### src/rtl/vid_timing_ctrl.sv
// Video timing / test-pattern generator driving rgb2gray vid_in_* ports.
// Ports: CLK, RESETN, run, pat_sel, solid_rgb -> vid_*, busy, frame_done, frame_count.
module vid_timing_ctrl #(
  parameter int          H_ACTIVE  = 1280,
  parameter int          H_BLANK   = 100,
  parameter int          V_ACTIVE  = 720,
  parameter int          V_BLANK   = 1380,
  parameter logic [23:0] RAMP_STEP = 24'h0a0a0a
) (
  input  logic        CLK,
  input  logic        RESETN,
  input  logic        run,
  input  logic        pat_sel,
  input  logic [23:0] solid_rgb,
  output logic        vid_active,
  output logic        vid_hsync,
  output logic        vid_vsync,
  output logic [23:0] vid_rgb,
  output logic        busy,
  output logic        frame_done,
  output logic [15:0] frame_count
);

  localparam logic [15:0] HB_LAST = 16'(H_BLANK - 1);
  localparam logic [15:0] HA_LAST = 16'(H_ACTIVE - 1);
  localparam logic [15:0] VA_LAST = 16'(V_ACTIVE - 1);
  localparam logic [15:0] VB_LAST = 16'(V_BLANK - 1);

  typedef enum logic [1:0] {
    IDLE,
    HBLANK,
    ACTIVE,
    VBLANK
  } state_t;

  state_t      state_q, state_d;
  logic [15:0] h_cnt, h_cnt_d;
  logic [15:0] line_cnt, line_cnt_d;
  logic [15:0] vb_cnt, vb_cnt_d;
  logic        solid_q, solid_d;
  logic [23:0] rgb_d;
  logic        done_d;

  always_comb begin
    state_d    = state_q;
    h_cnt_d    = h_cnt;
    line_cnt_d = line_cnt;
    vb_cnt_d   = vb_cnt;
    solid_d    = solid_q;
    rgb_d      = vid_rgb;
    unique case (state_q)
      IDLE: begin
        if (run) begin
          state_d    = HBLANK;
          h_cnt_d    = '0;
          line_cnt_d = '0;
        end
      end
      HBLANK: begin
        if (h_cnt == HB_LAST) begin
          state_d = ACTIVE;
          h_cnt_d = '0;
          solid_d = pat_sel;
          rgb_d   = pat_sel ? solid_rgb : '0;
        end else begin
          h_cnt_d = h_cnt + 16'd1;
        end
      end
      ACTIVE: begin
        if (h_cnt == HA_LAST) begin
          h_cnt_d = '0;
          if (line_cnt == VA_LAST) begin
            state_d  = VBLANK;
            vb_cnt_d = '0;
          end else begin
            state_d    = HBLANK;
            line_cnt_d = line_cnt + 16'd1;
          end
        end else begin
          h_cnt_d = h_cnt + 16'd1;
          // last pixel is not advanced so the blank-time hold shows it
          if (!solid_q) rgb_d = vid_rgb + RAMP_STEP;
        end
      end
      VBLANK: begin
        if (vb_cnt == VB_LAST) begin
          vb_cnt_d = '0;
          if (run) begin
            state_d    = HBLANK;
            h_cnt_d    = '0;
            line_cnt_d = '0;
          end else begin
            state_d = IDLE;
          end
        end else begin
          vb_cnt_d = vb_cnt + 16'd1;
        end
      end
      default: state_d = IDLE;
    endcase
  end

  // outputs registered from next-state so they line up with the state
  assign done_d = (state_d == VBLANK) && (vb_cnt_d == VB_LAST);

  always_ff @(posedge CLK or negedge RESETN) begin
    if (!RESETN) begin
      state_q     <= IDLE;
      h_cnt       <= '0;
      line_cnt    <= '0;
      vb_cnt      <= '0;
      solid_q     <= 1'b0;
      vid_rgb     <= '0;
      vid_active  <= 1'b0;
      vid_hsync   <= 1'b0;
      vid_vsync   <= 1'b0;
      busy        <= 1'b0;
      frame_done  <= 1'b0;
      frame_count <= '0;
    end else begin
      state_q     <= state_d;
      h_cnt       <= h_cnt_d;
      line_cnt    <= line_cnt_d;
      vb_cnt      <= vb_cnt_d;
      solid_q     <= solid_d;
      vid_rgb     <= rgb_d;
      vid_active  <= (state_d == ACTIVE);
      vid_hsync   <= (state_d == ACTIVE);
      vid_vsync   <= (state_d == HBLANK) ||
                     (state_d == ACTIVE);
      busy        <= (state_d != IDLE);
      frame_done  <= done_d;
      frame_count <= frame_count + {15'd0, done_d};
    end
  end

endmodule
### config.mk
export PLATFORM = sky130hd
export DESIGN_NAME = vid_timing_ctrl
export DESIGN_NICKNAME = d
export VERILOG_FILES = /design/src/rtl/vid_timing_ctrl.sv
export SDC_FILE = /design/constraint.sdc
export NUM_CORES = 1
export LEC_CHECK = 0
export BUFFER_PORTS_ARGS = -buffer_cell sky130_fd_sc_hd__buf_2
export CAP_MARGIN = 5
export CORE_UTILIZATION = 33
export CTS_BUF_LIST = sky130_fd_sc_hd__clkbuf_16
export CTS_CLUSTER_DIAMETER = 30
export CTS_CLUSTER_SIZE = 40
export DETAILED_ROUTE_END_ITERATION = 10
export GPL_ROUTABILITY_DRIVEN = 0
export GPL_TIMING_DRIVEN = 0
export PLACE_DENSITY = 0.61
export SYNTH_ARGS = -nofsm -noshare
export SYNTH_HDL_FRONTEND = slang
export SYNTH_SLANG_ARGS = --single-unit
### constraint.sdc
create_clock -name CLK -period 5.4 [get_ports CLK]
set_input_delay 0.27 -clock CLK [delete_from_list [all_inputs] [get_ports CLK]]
set_output_delay 0.27 -clock CLK [all_outputs]
set_load 0.02 [all_outputs]
==> impl_summary.log <==
[metrics] largest vdd supply drop: 0.281 mV
[metrics] detailed-routed wire length on met3: 780 µm
[metrics] count of buffers from port buffering: 72
[metrics] Setup Total Neg Slack: 0 ps
[metrics] Post-Route WL: 14600 µm
[metrics] worst slew slack as a fraction of its limit: 0.297
[metrics] Seq cells post-synth: 95
[metrics] share of total power in combinational logic: 0.425
[metrics] FMAX: 0.231 GHz
[metrics] capture point of the worst reg-to-reg path: frame_count[12]
[metrics] library cell used as clock root buffer: sky130_fd_sc_hd__clkbuf_16
[metrics] H-tree lvl count: 3
[metrics] I/O pin cnt: 73
[metrics] Worst R2R Start: vb_cnt[0]
[metrics] aggregate global-route resource usage: 0.171
[metrics] sequential cell area fraction in the yosys report: 0.420
[metrics] number of failing hold endpoints at the final stage: 0
[metrics] type of element launching the critical path: flop
[metrics] number of enable-type register cells in the synthesized netlist: 0
[metrics] largest buffer count on any clock path: 2
[metrics] antenna-violating nets left: 0
[metrics] Power Dens Cells: 421 nW/µm²
[metrics] initial core utilization: 0.340
[metrics] Static Leak: 2.93 nW
[metrics] Top Layer Used: met4
[metrics] net switching power figure: 1.22 mW
[metrics] clock tree from TritonCTS: yes
[metrics] Critical Path Source: vb_cnt[0]
[metrics] Syn Inst Count: 628
[metrics] largest net degree at the start of global routing: 63
[metrics] DIE HEIGHT: 133 µm
[metrics] clk slew on worst S/H paths: 70 ps
[metrics] arrival time of the worst setup path: 4570 ps
[metrics] number of clock buffers inserted by TritonCTS: 9
[metrics] Final WS setup: 1070 ps
[metrics] drt initial violations: 349
[metrics] YS warnings: 0
[metrics] CP Capture Type: flop
[metrics] number of optimization iterations in the first detailed-route pass: 5
[metrics] Min Hold Slack: 139 ps
[metrics] Fin Clk Skew: 11.3 ps
[metrics] Floorplan Core Area: 16600 µm²
[metrics] worst-case register-to-register setup slack: 1070 ps
[metrics] fraction of final layout cells with drive strength greater than 1: 0.170
[metrics] Post-Layout Inst Area: 6620 µm²
[metrics] worst setup path endpoint: frame_count[12]
[metrics] netlist area before placement: 5660 µm²
[metrics] main area contributors after synthesis: sky130_fd_sc_hd__dfrtp_1 (42%), sky130_fd_sc_hd__o21ai_0 (5.9%), sky130_fd_sc_hd__nand3_1 (3.4%), sky130_fd_sc_hd__nand2_1 (3.1%), sky130_fd_sc_hd__ha_1 (2.9%)
[metrics] Register-to-Register Path Depth: 18
[metrics] top cell types by occurrence after synthesis: sky130_fd_sc_hd__dfrtp_1 (95), sky130_fd_sc_hd__o21ai_0 (67), sky130_fd_sc_hd__nand2_1 (47)
[metrics] final cycle utilization of the critical path: 0.803
[metrics] clk sink count: 95
[metrics] die boundary width: 133 µm
[metrics] die area: 17700 µm²
[metrics] vias in the first global route: 4755
[metrics] switching share of power: 0.437
[metrics] post-DP HPWL: 10400 µm
[metrics] transition time at the pin with the least slew margin: 1040 ps
[metrics] crit path time final: 4330 ps
[metrics] final count of pins violating max slew: 0
[metrics] mean cell area of the mapped netlist: 9.01 µm²
[metrics] Rows: 47
[metrics] number of distinct library cells after synthesis: 67
[metrics] clock share of power: 0.220
[metrics] number of nets in the final layout: 754
[metrics] Required @ worst endpoint: 5640 ps
[metrics] antenna violations before repair: 0
[metrics] final setup violation count: 0
[metrics] Area growth, synth to finish: 16.9%
[metrics] met1 wire length: 7110 µm
[metrics] wire length per cell: 15.6 µm
[metrics] global-route wire length before repair: 24400 µm
[metrics] sequential power share: 0.355
[metrics] leading cell type by number of instances after synthesis: sky130_fd_sc_hd__dfrtp_1
[metrics] total number of vias: 5188
[metrics] RSZ-0062 raised after global routing: no
[metrics] detailed-route DRC error count: 0
[metrics] type of the worst min-delay path: primary input to flop
[metrics] number of vias per cell after detailed routing: 5.53
[metrics] number of max-cap violations: 0
[metrics] total met2 wirelength after detailed routing: 6520 µm
[metrics] Clk Latency, worst-skew pair: 350 ps
[metrics] Main synth FF type: sky130_fd_sc_hd__dfrtp_1
[metrics] Cell Count Post-Placement: 921
[metrics] placement-stage cell area: 6320 µm²
[metrics] post-layout instance count excluding filler cells: 938
[metrics] run status: completed
[metrics] total gr overflow: 0
[metrics] share of flip-flops with an asynchronous set or reset: 1.00
[metrics] critical path peak fanout: 10
[metrics] crit path kind: flop to flop
[metrics] worst-case setup slack after placement: 1070 ps
[metrics] Synth area leader: sky130_fd_sc_hd__dfrtp_1
[metrics] Internal Dissipation: 1.57 mW
[metrics] number of antenna repair diodes: 0
[metrics] synthesized netlist net count: 669
[metrics] share of Yosys cell area claimed by the top area cell type: 0.420
## state kept, by name (all words and copies together) (netlist names)
signal       cells
vid_rgb         24
frame_count     16
h_cnt           16
line_cnt        16
vb_cnt          16
state_q          2
busy             1
frame_done       1
solid_q          1
vid_hsync        1
vid_vsync        1
## worst min-delay path by stage
| stage | startpoint | end | cells after the start |
|---|---|---|---|
| 3_5_place_dp | RESETN | frame_count[11] | 1 |
| 3_3_place_gp | frame_count[15] | frame_count[15] | 1 |
| 5_1_grt | solid_rgb[0] | vid_rgb[0] | 2 |
| 2_1_floorplan | RESETN | busy | 0 |
| 6_report | solid_rgb[0] | vid_rgb[0] | 2 |
| 4_1_cts | solid_rgb[0] | vid_rgb[0] | 2 |
## timing repair
item / CTS / global route
endpoints found under the hold margin: 33 / 0
hold buffers: 1 / 0
buffers inserted: 0 / 0
resized for setup: 0 / 0
endpoints found under the setup margin: 0 / 0
## layout make-up
cell class	instances	area, µm²
inverter	26	97.6
buffer	29	149
clock inverter	7	57.6
sequential	95	2380
timing repair buffer	74	400
tap	220	275
clock buffer	9	225
fill	1697	10000
multi-input combinational	478	3040
## routing by layer
layer | track usage | vias to the layer above
met1 | 0.244 | 2504
met5 | 0 | -
met2 | 0.260 | 131
li1 | - | 2539
met3 | 0.0349 | 14
met4 | 0.0479 | 0
## power groups by stage
stage	Sequential [mW]	Combinational, mW	Clock [mW]
2_1_floorplan	1.07	0.729	0
3_3_place_gp	0.996	1.17	0
3_5_place_dp	0.997	1.18	0
4_1_cts	0.985	1.19	0.632
5_1_grt	1.01	1.33	0.659
6_report	0.988	1.18	0.613
## logic make-up (layout without fill, tap and decap cells)
family | Yosys count | after routing | synth area share
and+or+nand+nor | 242 | 242 | 0.237
AOI/OAI and AO/OA | 191 | 191 | 0.218
adders and majority gates | 13 | 13 | 0.0287
buffers and inverters | 55 | 145 | 0.0436
DFF | 95 | 95 | 0.420
xor gates and xnor gates | 23 | 23 | 0.0356
muxes | 9 | 9 | 0.0170
## cell usage in the layout (no fill, tap or decap), types with 5 or more instances in the layout
master and instances:
sky130_fd_sc_hd__a211oi_1 8, sky130_fd_sc_hd__a21o_1 6, sky130_fd_sc_hd__a21oi_1 31, sky130_fd_sc_hd__a22o_1 6
sky130_fd_sc_hd__a22oi_1 13, sky130_fd_sc_hd__a31oi_1 7, sky130_fd_sc_hd__and2_1 7, sky130_fd_sc_hd__and3_1 21
sky130_fd_sc_hd__and4_1 8, sky130_fd_sc_hd__buf_2 79, sky130_fd_sc_hd__buf_4 5, sky130_fd_sc_hd__clkbuf_1 13
sky130_fd_sc_hd__clkbuf_16 9, sky130_fd_sc_hd__dfrtp_1 95, sky130_fd_sc_hd__ha_1 13, sky130_fd_sc_hd__inv_1 24
sky130_fd_sc_hd__mux2_2 5, sky130_fd_sc_hd__nand2_1 47, sky130_fd_sc_hd__nand2b_1 6, sky130_fd_sc_hd__nand3_1 38
sky130_fd_sc_hd__nand4_1 22, sky130_fd_sc_hd__nor2_1 35, sky130_fd_sc_hd__nor3_1 18, sky130_fd_sc_hd__nor4_1 5
sky130_fd_sc_hd__o211ai_1 5, sky130_fd_sc_hd__o21a_1 6, sky130_fd_sc_hd__o21ai_0 67, sky130_fd_sc_hd__o41ai_1 8
sky130_fd_sc_hd__or3_1 11, sky130_fd_sc_hd__xnor2_1 12, sky130_fd_sc_hd__xor2_1 11
## per-stage QoR
step / utilization / power [mW]
final: 0.398 / 2.78
after global routing: 0.398 / 3.00
after CTS: 0.398 / 2.80
after detailed placement: 0.380 / 2.18
after global placement: 0.378 / 2.17
after floorplan: - / 1.80
## worst max-delay path, stage by stage (launching register included)
cell and delay [ps]:
sky130_fd_sc_hd__dfrtp_1 450, sky130_fd_sc_hd__ha_1 290, sky130_fd_sc_hd__and4b_1 240, sky130_fd_sc_hd__nand4_1 300
sky130_fd_sc_hd__buf_2 310, sky130_fd_sc_hd__mux2i_1 130, sky130_fd_sc_hd__o21ai_0 220, sky130_fd_sc_hd__a211oi_1 90
sky130_fd_sc_hd__nor2_1 200, sky130_fd_sc_hd__ha_1 180, sky130_fd_sc_hd__inv_1 50, sky130_fd_sc_hd__a211oi_1 170
sky130_fd_sc_hd__nand4_1 140, sky130_fd_sc_hd__nor4_1 370, sky130_fd_sc_hd__ha_1 340, sky130_fd_sc_hd__ha_1 250
sky130_fd_sc_hd__and3_1 260, sky130_fd_sc_hd__nand2_1 90, sky130_fd_sc_hd__xnor2_1 130
Note: power is estimated with default switching activity, not from simulation.
